[src/rtl/abnormality_report_tx_if.sv]
// rtl/abnormality_report_tx_if.sv - abnormality snapshot inputs and serial report link
interface abnormality_report_tx_if;
    logic [5:0] abnormaliryVector;
    logic [2:0] abnormaliryWarning;
    logic [6:0] dataP;
    logic [6:0] dataQ;
    logic       txConfirm;
    logic       txRequest;
    logic       txData;
    logic       busy;
    logic       frameSent;
    logic       linkFail;

    // Reporter side: watches the healthcare outputs and drives the serial link.
    modport master (
        input  abnormaliryVector,
        input  abnormaliryWarning,
        input  dataP,
        input  dataQ,
        input  txConfirm,
        output txRequest,
        output txData,
        output busy,
        output frameSent,
        output linkFail
    );

    // Source/receiver side: supplies the healthcare outputs and the confirm.
    modport slave (
        output abnormaliryVector,
        output abnormaliryWarning,
        output dataP,
        output dataQ,
        output txConfirm,
        input  txRequest,
        input  txData,
        input  busy,
        input  frameSent,
        input  linkFail
    );
endinterface

[src/rtl/abnormality_report_tx.sv]
// rtl/abnormality_report_tx.sv - serialises abnormality changes into parity-protected frames with retry
module abnormality_report_tx #(
    parameter int TIMEOUT = 16,
    parameter int RETRIES = 2
) (
    input logic                     clock,
    input logic                     reset,
    abnormality_report_tx_if.master bus
);
    localparam int WaitWidth    = $clog2(TIMEOUT + 1);
    localparam int AttemptWidth = $clog2(RETRIES + 2);

    typedef enum logic [2:0] {IDLE, SEND, WAIT_ACK, DONE, FAIL} stateT;

    stateT                   state;
    stateT                   nextState;
    logic [22:0]             payload;
    logic [23:0]             liveFrame;
    logic [23:0]             snapFrame;
    logic [23:0]             shiftReg;
    logic [23:0]             shiftNext;
    logic [4:0]              bitCnt;
    logic [WaitWidth-1:0]    waitCnt;
    logic [AttemptWidth-1:0] attempt;
    logic [5:0]              lastVector;
    logic                    timeoutHit;

    // Even parity in bit 0 makes the XOR over the whole frame zero.
    assign payload    = {bus.abnormaliryVector, bus.abnormaliryWarning, bus.dataP, bus.dataQ};
    assign liveFrame  = {payload, ^payload};
    assign timeoutHit = (waitCnt == WaitWidth'(TIMEOUT - 1));

    // State register; reset aborts any frame in progress immediately.
    always_ff @(posedge clock or posedge reset) begin
        if (reset) begin
            state <= IDLE;
        end else begin
            state <= nextState;
        end
    end

    // Next state and next shift-register contents; retries reload from the held snapshot.
    always_comb begin
        nextState = state;
        shiftNext = shiftReg;
        case (state)
            IDLE: begin
                if (bus.abnormaliryVector != lastVector) begin
                    nextState = SEND;
                    shiftNext = liveFrame;
                end
            end
            SEND: begin
                shiftNext = {shiftReg[22:0], 1'b0};
                if (bitCnt == 5'd23) begin
                    nextState = WAIT_ACK;
                end
            end
            WAIT_ACK: begin
                if (bus.txConfirm) begin
                    nextState = DONE;
                end else if (timeoutHit) begin
                    if (attempt < AttemptWidth'(RETRIES)) begin
                        nextState = SEND;
                        shiftNext = snapFrame;
                    end else begin
                        nextState = FAIL;
                    end
                end
            end
            DONE:    nextState = IDLE;
            FAIL:    nextState = IDLE;
            default: nextState = IDLE;
        endcase
    end

    // Snapshot, bit/wait/attempt counters and the last reported vector.
    always_ff @(posedge clock or posedge reset) begin
        if (reset) begin
            shiftReg   <= '0;
            snapFrame  <= '0;
            bitCnt     <= '0;
            waitCnt    <= '0;
            attempt    <= '0;
            lastVector <= '0;
        end else begin
            shiftReg <= shiftNext;
            case (state)
                IDLE: begin
                    if (nextState == SEND) begin
                        snapFrame <= liveFrame;
                        attempt   <= '0;
                        bitCnt    <= '0;
                    end
                end
                SEND: begin
                    if (bitCnt == 5'd23) begin
                        bitCnt  <= '0;
                        waitCnt <= '0;
                    end else begin
                        bitCnt <= bitCnt + 5'd1;
                    end
                end
                WAIT_ACK: begin
                    if (nextState == SEND) begin
                        attempt <= attempt + AttemptWidth'(1);
                        waitCnt <= '0;
                    end else if (!bus.txConfirm) begin
                        waitCnt <= waitCnt + WaitWidth'(1);
                    end
                end
                DONE:    lastVector <= snapFrame[23:18];
                FAIL:    lastVector <= snapFrame[23:18];
                default: ;
            endcase
        end
    end

    // Registered outputs, derived from the state being entered on this edge.
    always_ff @(posedge clock or posedge reset) begin
        if (reset) begin
            bus.txRequest <= 1'b0;
            bus.txData    <= 1'b0;
            bus.busy      <= 1'b0;
            bus.frameSent <= 1'b0;
            bus.linkFail  <= 1'b0;
        end else begin
            bus.txRequest <= (nextState == SEND);
            bus.txData    <= (nextState == SEND) && shiftNext[23];
            bus.busy      <= (nextState != IDLE);
            bus.frameSent <= (nextState == DONE);
            if (nextState == FAIL) begin
                bus.linkFail <= 1'b1;
            end else if (nextState == DONE) begin
                bus.linkFail <= 1'b0;
            end
        end
    end
endmodule

[src/flat_wrapper.sv]
// flat-port wrapper written by rule: the top's interface ports become plain ports
module abnormality_report_tx_flat 
#(
    parameter int TIMEOUT = 16,
    parameter int RETRIES = 2
)
  (clock, reset, bus_abnormaliryVector, bus_abnormaliryWarning, bus_dataP, bus_dataQ, bus_txConfirm, bus_txRequest, bus_txData, bus_busy, bus_frameSent, bus_linkFail);
  abnormality_report_tx_if bus_i ();
  input logic clock;
  input logic reset;
  input wire logic [$bits(bus_i.abnormaliryVector)-1:0] bus_abnormaliryVector;
  input wire logic [$bits(bus_i.abnormaliryWarning)-1:0] bus_abnormaliryWarning;
  input wire logic [$bits(bus_i.dataP)-1:0] bus_dataP;
  input wire logic [$bits(bus_i.dataQ)-1:0] bus_dataQ;
  input wire logic [$bits(bus_i.txConfirm)-1:0] bus_txConfirm;
  output wire logic [$bits(bus_i.txRequest)-1:0] bus_txRequest;
  output wire logic [$bits(bus_i.txData)-1:0] bus_txData;
  output wire logic [$bits(bus_i.busy)-1:0] bus_busy;
  output wire logic [$bits(bus_i.frameSent)-1:0] bus_frameSent;
  output wire logic [$bits(bus_i.linkFail)-1:0] bus_linkFail;
  assign bus_i.abnormaliryVector = bus_abnormaliryVector;
  assign bus_i.abnormaliryWarning = bus_abnormaliryWarning;
  assign bus_i.dataP = bus_dataP;
  assign bus_i.dataQ = bus_dataQ;
  assign bus_i.txConfirm = bus_txConfirm;
  assign bus_txRequest = bus_i.txRequest;
  assign bus_txData = bus_i.txData;
  assign bus_busy = bus_i.busy;
  assign bus_frameSent = bus_i.frameSent;
  assign bus_linkFail = bus_i.linkFail;
  abnormality_report_tx #(.TIMEOUT(TIMEOUT), .RETRIES(RETRIES)) u_core (.clock(clock), .reset(reset), .bus(bus_i));
endmodule
[config.mk]
export PLATFORM = sky130hd
export DESIGN_NAME = abnormality_report_tx_flat
export DESIGN_NICKNAME = d
export VERILOG_FILES = /design/src/rtl/abnormality_report_tx_if.sv /design/src/rtl/abnormality_report_tx.sv /design/src/flat_wrapper.sv
export SDC_FILE = /design/constraint.sdc
export NUM_CORES = 1
export LEC_CHECK = 0
export ABC_AREA = 1
export BUFFER_PORTS_ARGS = -buffer_cell sky130_fd_sc_hd__buf_2
export CORE_MARGIN = 2
export CORE_UTILIZATION = 50
export CTS_CLUSTER_DIAMETER = 50
export CTS_CLUSTER_SIZE = 10
export DETAILED_ROUTE_END_ITERATION = 10
export PLACE_DENSITY_LB_ADDON = 0.15
export SYNTH_ARGS = -nofsm -noshare
export SYNTH_HDL_FRONTEND = slang
export SYNTH_SLANG_ARGS = --single-unit
[constraint.sdc]
create_clock -name clock -period 2.48 [get_ports clock]
set_input_delay 0.124 -clock clock [delete_from_list [all_inputs] [get_ports clock]]
set_output_delay 0.124 -clock clock [all_outputs]
set_load 0.02 [all_outputs]
# After elaboration in Yosys (flattened, before gate mapping)
# Index checks and enable logic that the tools add are counted.
classes:
  n_reduce_logical: 15
  n_eq_ne: 18
  order_cmp: 1
  mux: 23
  n_addsub: 3
op_table:
  columns: ["cell", "n"]
  rows:
  - ["2-to-1 mux 24 bit", 4]
  - ["case mux 24 bit (3 select lines)", 1]
  - ["2-to-1 mux 5 bit", 5]
  - ["XOR reduction 23 bit", 1]
  - ["case mux 5 bit (2 select lines)", 2]
  - ["2-to-1 mux 3 bit", 5]
  - ["inequality test 2 x 1 -> 1 bit, second input constant", 6]
  - ["adder 5 x 1 -> 5 bit, second input constant", 2]
  - ["equality test 3 x 2 -> 1 bit, second input constant", 3]
  - ["case mux 3 bit (3 select lines)", 1]
  - ["nonzero test 2 bit", 4]
  - ["equality test 3 x 1 -> 1 bit, second input constant", 2]
  - ["equality test 3 bit, second input constant", 2]
  - ["inequality test 6 bit", 1]
  - ["AND reduction 3 bit", 2]
  - ["nonzero test 3 bit", 2]
  - ["equality test 5 x 4 -> 1 bit, second input constant", 1]
  - ["equality test 5 bit, second input constant", 1]
  - ["AND reduction 5 bit", 1]
  - ["2-to-1 mux 2 bit", 2]
  - ["case mux 2 bit (2 select lines)", 1]
  - ["AND reduction 2 bit", 2]
  - ["zero test 3 bit", 1]
  - ["inequality test 3 x 2 -> 1 bit, second input constant", 1]
  - ["other kinds (6)", 7]
totals:
  word_cells: 73
  out_inout_bits: 5
  ff_bits: 74

# Depth between registers and ports, before layout
logic_depth:
  depth_word: 8
  depth_mapped: 13
  ltp_nobuf: 13

# Worst setup path before layout
# OpenSTA, ideal clock, no wires.
synth_timing:
  path_kind: "register to register"
  start: "register u_core.waitCnt[0]"
  end: "register u_core.shiftReg[15]"
  setup_slack_ns: 0.663
  synth_period_minus_slack_ns: 1.817
  t_arrival_ns: 1.731
  path_stages_with_launch: 10
  required_ns: 2.393
  path_cell_list: "dfrtp_1 ha_1 nand2_1 nor2_1 ha_1 nand2_1 nor3_2 clkbuf_1 a22oi_1 o211ai_1"
synth_via:
  elab_chain_len: 3
synth_lines:
  columns: ["element", "line_no", "text"]
  rows:
  - ["from (decl)", "abnormality_report_tx.sv:23", "logic [WaitWidth-1:0] waitCnt;"]
  - ["from (signal assigned)", "abnormality_report_tx.sv:109", "waitCnt <= waitCnt + WaitWidth'(1);"]
  - ["equality test 5 x 4 -> 1 bit", "abnormality_report_tx.sv:31", "assign timeoutHit = (waitCnt == WaitWidth'(TIMEOUT - 1));"]
  - ["inequality test 2 x 1 -> 1 bit (no line)", null, null]
  - ["AND reduction 5 bit (no line)", null, null]
  - ["to (signal assigned)", "abnormality_report_tx.sv:87", "shiftReg <= shiftNext;"]
  - ["to (decl)", "abnormality_report_tx.sv:20", "logic [23:0] shiftReg;"]
# Every way passes these cells.
# A chain may end at the register's enable or synchronous reset.

# Worst setup path in the final report
# Ends and elaborated chain as after synthesis.

==> run summary <==
Entering global routing, the biggest net connects 30 pins. Counting buffers and inverters, the worst setup path is 9 cells deep. The antenna violation net count after detailed routing was 0. The static leakage power is 2.279 nW. The via count of the first global-routing pass was 3192; the number of placed instances, taps included was 597. The switching power summed over all nets was 1.594 mW. The per-cell via count in the routed design was 5.202; the number of remaining DRC errors was 0. The run gives 0 as the setup fix buffers added after clock tree synthesis. The flow ran to the end, and the final reports show no timing, DRC or antenna violations. For the worst-skew pair, the clock arrives at the later sink with an insertion delay of 340 ps. On the worst path, the slowest cell contributes a delay of 380 ps. Combinational logic burns 32.1% of the power. From left edge to right edge, the die measures 91.22 um. The most common cell after layout, fill and taps aside was sky130_fd_sc_hd__nand2_1. The logs give 61.30% for the remaining max-slew budget at the tightest pin and 0 for the number of warning messages in the yosys log.

The core region is 0.007292 mm^2. The part of the power in the clock network is 23.7%. Clock tree synthesis found a total of 74 sinks.

The initial utilization of the core area, before any placement, comes to 52.16%. Classification of the worst-slack hold path: in -> reg. In the final routed layout, each cell accounts on average for 12.54 um. For met2 alone, demand over resource in global routing was 33.89%. Slew of the pin with the lowest slew margin: 579.6 ps.

The worst setup path is launched from a flop. The worst setup path is of the reg -> reg kind. The count of vias placed by the detailed router came out at 3194.

The logs give 7698 um for the aggregate routed wire length and 139 for the starting DRC count in detailed routing. For the worst flop-to-flop path, the logic depth is 9. Global routing consumed, on the met3 layer, 2.490% of the routing resources. The overall die height came out at 91.22 um.

The post-synthesis area per instance is 8.025 um^2, and the count of nets after finishing is 539. The count of buffers added on input and output ports is 30. In this run the cell area of the synthesized design comes to 0.003804 mm^2.

After routing the design area is 0.004278 mm^2. Share of the core filled with cells in the final layout: 58.67%. Data on the critical path arrives at its endpoint at 2270 ps.

Of the total power, the share spent switching nets is 34.91%. Setup violations remaining at the end of the flow were counted as 0. The clock period could shrink to 2062 ps. Synthesis produced 474 cells.

The signal on the critical path passes through ha_1, nand2_1, nor2_1, ha_1, nand2_1, o21ai_1, nand3b_4, nand2_1, o211ai_1. 0 antenna diodes ended up in the layout. After global routing, the most crowded layer is met2. The synthesized netlist net count was 503. Setup repair after global routing left no endpoint under its margin. Routability-driven placement congestion ratio: 0.7565.

Synthesis instantiated 33 different standard cells from the library. The sequential area share after synthesis is 48.68%, and the I/O pin count is 31. Of all nets on the critical path, the largest fanout is 24. On the final layout, the worst clock skew is 8.262 ps. The cell sitting at the root of the clock tree is a sky130_fd_sc_hd__clkbuf_8. Clock-pin slew was measured on the worst setup and hold paths at 80 ps.

Most prevalent standard cell on the critical path: sky130_fd_sc_hd__nand2_1. The overall routing resource usage was 20.69%; the count of placed standard cells in the final layout, fillers left out was 614. Endpoint kind of the worst setup timing path: a flop. The worst vdd rail ir drop was 0.3468 mV; the layout cell share with drive strength beyond 1 was 14.76%. Hold violation count in the final report: 0. TritonCTS built the clock tree.

Across the run, the number of max-cap violations was 0. The tools report the initial antenna violation count as 0. Final hold analysis gives a worst-case slack of 39.18 ps. The share of the cycle needed by the critical path after routing was 83.13%. In the layout the commonest cells are 188 x sky130_fd_sc_hd__nand2_1, 74 x sky130_fd_sc_hd__dfrtp_1, 44 x sky130_fd_sc_hd__inv_1.

For the TritonCTS buffer count, the log shows 9. The worst hold path depth is 2, and the worst-case clock buffer depth is 2. The number of H-tree levels was 3; the share of total power in sequential cells was 44.1%.

After synthesis the netlist holds a flip-flop and latch count of 74. The power density over cell area is 1067 mW/mm^2, and the critical path buffer and inverter count is 0. The floorplan step defined a die boundary enclosing 0.008321 mm^2. For the worst setup path, the data required time is 2690 ps. The relative area change from synthesis to final layout was 12.47%; the global-route wire length before repair was 13930 um. The wire-length estimate of the detail-placed layout is 5557 um. Summing all placed instances gives a cell area of 0.004030 mm^2. The cell type of the slowest stage on the worst timing path was sky130_fd_sc_hd__dfrtp_1.

Static timing analysis puts the maximum clock frequency at 485.0 MHz. Gates resized during post-CTS repair numbered 0. The initialized floorplan defines 31 standard-cell rows. Global routing consumed, on the met1 layer, 28.03% of the routing resources. The internal portion of the total power is 2.972 mW.

The cell type group with the largest total delay on the critical path was simple AND/OR/NAND/NOR gates. The detailed-routing iteration count for the pre-antenna-repair pass is 5, and the total count of max-transition violations in the final report is 0. Setup total negative slack on the finished layout was measured at 0 ps. The tools report the total global routing overflow as 0.
timing repair:
item                                   CTS  global route
hold buffers                             1             0
endpoints found under the hold margin   26             0
setup endpoints to repair                0             0
worst paths after layout:
kind / start / end / slack [ps]
setup / recovery: u_core.waitCnt[0]$_DFFE_PP0P_ / u_core.shiftReg[15]$_DFFE_PP0P_ / 420
hold / removal: bus_txConfirm / u_core.state[2]$_DFF_PP0_ / 40
setup reg to reg: u_core.waitCnt[0]$_DFFE_PP0P_ / u_core.shiftReg[15]$_DFFE_PP0P_ / 420
hold reg to reg: u_core.shiftReg[23]$_DFF_PP0_ / u_core.shiftReg[23]$_DFF_PP0_ / 470
max in group asynchronous: reset / u_core.snapFrame[5]$_DFFE_PP0P_ / 1290
min in group asynchronous: reset / u_core.lastVector[3]$_DFFE_PP0P_ / 390
layout make-up:
type                       instances  area, um^2
clock inverter                     4       72.57
tap                               99       123.9
sequential                        74        1852
timing repair buffer              38       212.7
inverter                          50       187.7
clock buffer                      12       165.2
multi-input combinational        337        1664
fill                             719        3014
layer usage:
layer  vias to the layer above  part of all wire [%]
met2                        58                    46
met1                      1522                    49
met5                         -                     0
li1                       1606                     -
met3                         8                   3.9
met4                         0                   1.2
state kept, by name, summed over array words and instances (netlist names), 2 cells and up:
| name | count |
|---|---|
| u_core.attempt | 2 |
| u_core.snapFrame | 24 |
| u_core.state | 3 |
| u_core.bitCnt | 5 |
| u_core.lastVector | 6 |
| u_core.waitCnt | 5 |
| u_core.shiftReg | 24 |
power groups by stage:
stage | logic (mW) | registers (mW) | clock network [mW]
2_1_floorplan | 1.20 | 1.99 | 0
3_3_place_gp | 1.42 | 2.02 | 0
3_5_place_dp | 1.48 | 2.03 | 0
4_1_cts | 1.49 | 2.01 | 1.10
5_1_grt | 1.71 | 2.08 | 1.15
6_report | 1.47 | 2.02 | 1.08
stage by stage:
| stage | total power, mW | setup slack, ps |
|---|---|---|
| 2_1_floorplan | 3.187 | 474.4 |
| 6_report | 4.566 | 418.3 |
| 3_5_place_dp | 3.505 | 412.5 |
| 4_1_cts | 4.599 | 406.8 |
| 3_3_place_gp | 3.436 | 530.4 |
| 5_1_grt | 4.946 | 151.4 |
cell usage after synthesis:
| cell type | count | share of area (%) |
|---|---|---|
| sky130_fd_sc_hd__nand3_2 | 1 | 0.26 |
| sky130_fd_sc_hd__nand2_1 | 188 | 19 |
| sky130_fd_sc_hd__o21ai_0 | 10 | 1.3 |
| sky130_fd_sc_hd__nor2_2 | 1 | 0.16 |
| sky130_fd_sc_hd__xnor2_1 | 3 | 0.69 |
| sky130_fd_sc_hd__or2_2 | 3 | 0.49 |
| sky130_fd_sc_hd__dfrtp_1 | 74 | 49 |
| sky130_fd_sc_hd__o211ai_1 | 5 | 0.99 |
| sky130_fd_sc_hd__a22o_1 | 1 | 0.23 |
| sky130_fd_sc_hd__o21ai_2 | 1 | 0.23 |
| sky130_fd_sc_hd__a22oi_1 | 23 | 4.5 |
| sky130_fd_sc_hd__nor2_4 | 1 | 0.30 |
| sky130_fd_sc_hd__xor2_1 | 8 | 1.8 |
| sky130_fd_sc_hd__nand3_1 | 41 | 5.4 |
| sky130_fd_sc_hd__o21ai_1 | 13 | 1.7 |
| sky130_fd_sc_hd__o22ai_1 | 3 | 0.49 |
| sky130_fd_sc_hd__mux2_2 | 2 | 0.59 |
| sky130_fd_sc_hd__a21oi_1 | 4 | 0.53 |
| sky130_fd_sc_hd__or2_1 | 2 | 0.33 |
| sky130_fd_sc_hd__nor3_2 | 4 | 1.1 |
| sky130_fd_sc_hd__buf_4 | 1 | 0.20 |
| sky130_fd_sc_hd__clkbuf_1 | 4 | 0.39 |
| sky130_fd_sc_hd__a21o_1 | 1 | 0.20 |
| sky130_fd_sc_hd__nor2_1 | 11 | 1.1 |
| sky130_fd_sc_hd__nand4_1 | 2 | 0.33 |
| sky130_fd_sc_hd__nand2_2 | 3 | 0.49 |
| sky130_fd_sc_hd__inv_2 | 5 | 0.49 |
| sky130_fd_sc_hd__inv_1 | 45 | 4.4 |
| sky130_fd_sc_hd__buf_6 | 7 | 2.1 |
| sky130_fd_sc_hd__nor3_1 | 2 | 0.26 |
| sky130_fd_sc_hd__buf_2 | 1 | 0.13 |
| sky130_fd_sc_hd__nand3b_4 | 1 | 0.53 |
| sky130_fd_sc_hd__ha_1 | 3 | 0.99 |
cells by family (layout without fill, tap and decap cells):
family / Yosys count / count (layout) / share of synthesized area (%)
xor gates and xnor gates: 11 / 11 / 2.533
AOI/OAI and AO/OA: 61 / 61 / 10.23
DFF: 74 / 74 / 48.68
muxes: 2 / 2 / 0.5921
adders and majority gates: 3 / 3 / 0.9869
buffers and inverters: 63 / 104 / 7.730
and+or+nand+nor: 260 / 260 / 29.24
Note: power is estimated with default switching activity, not from simulation.
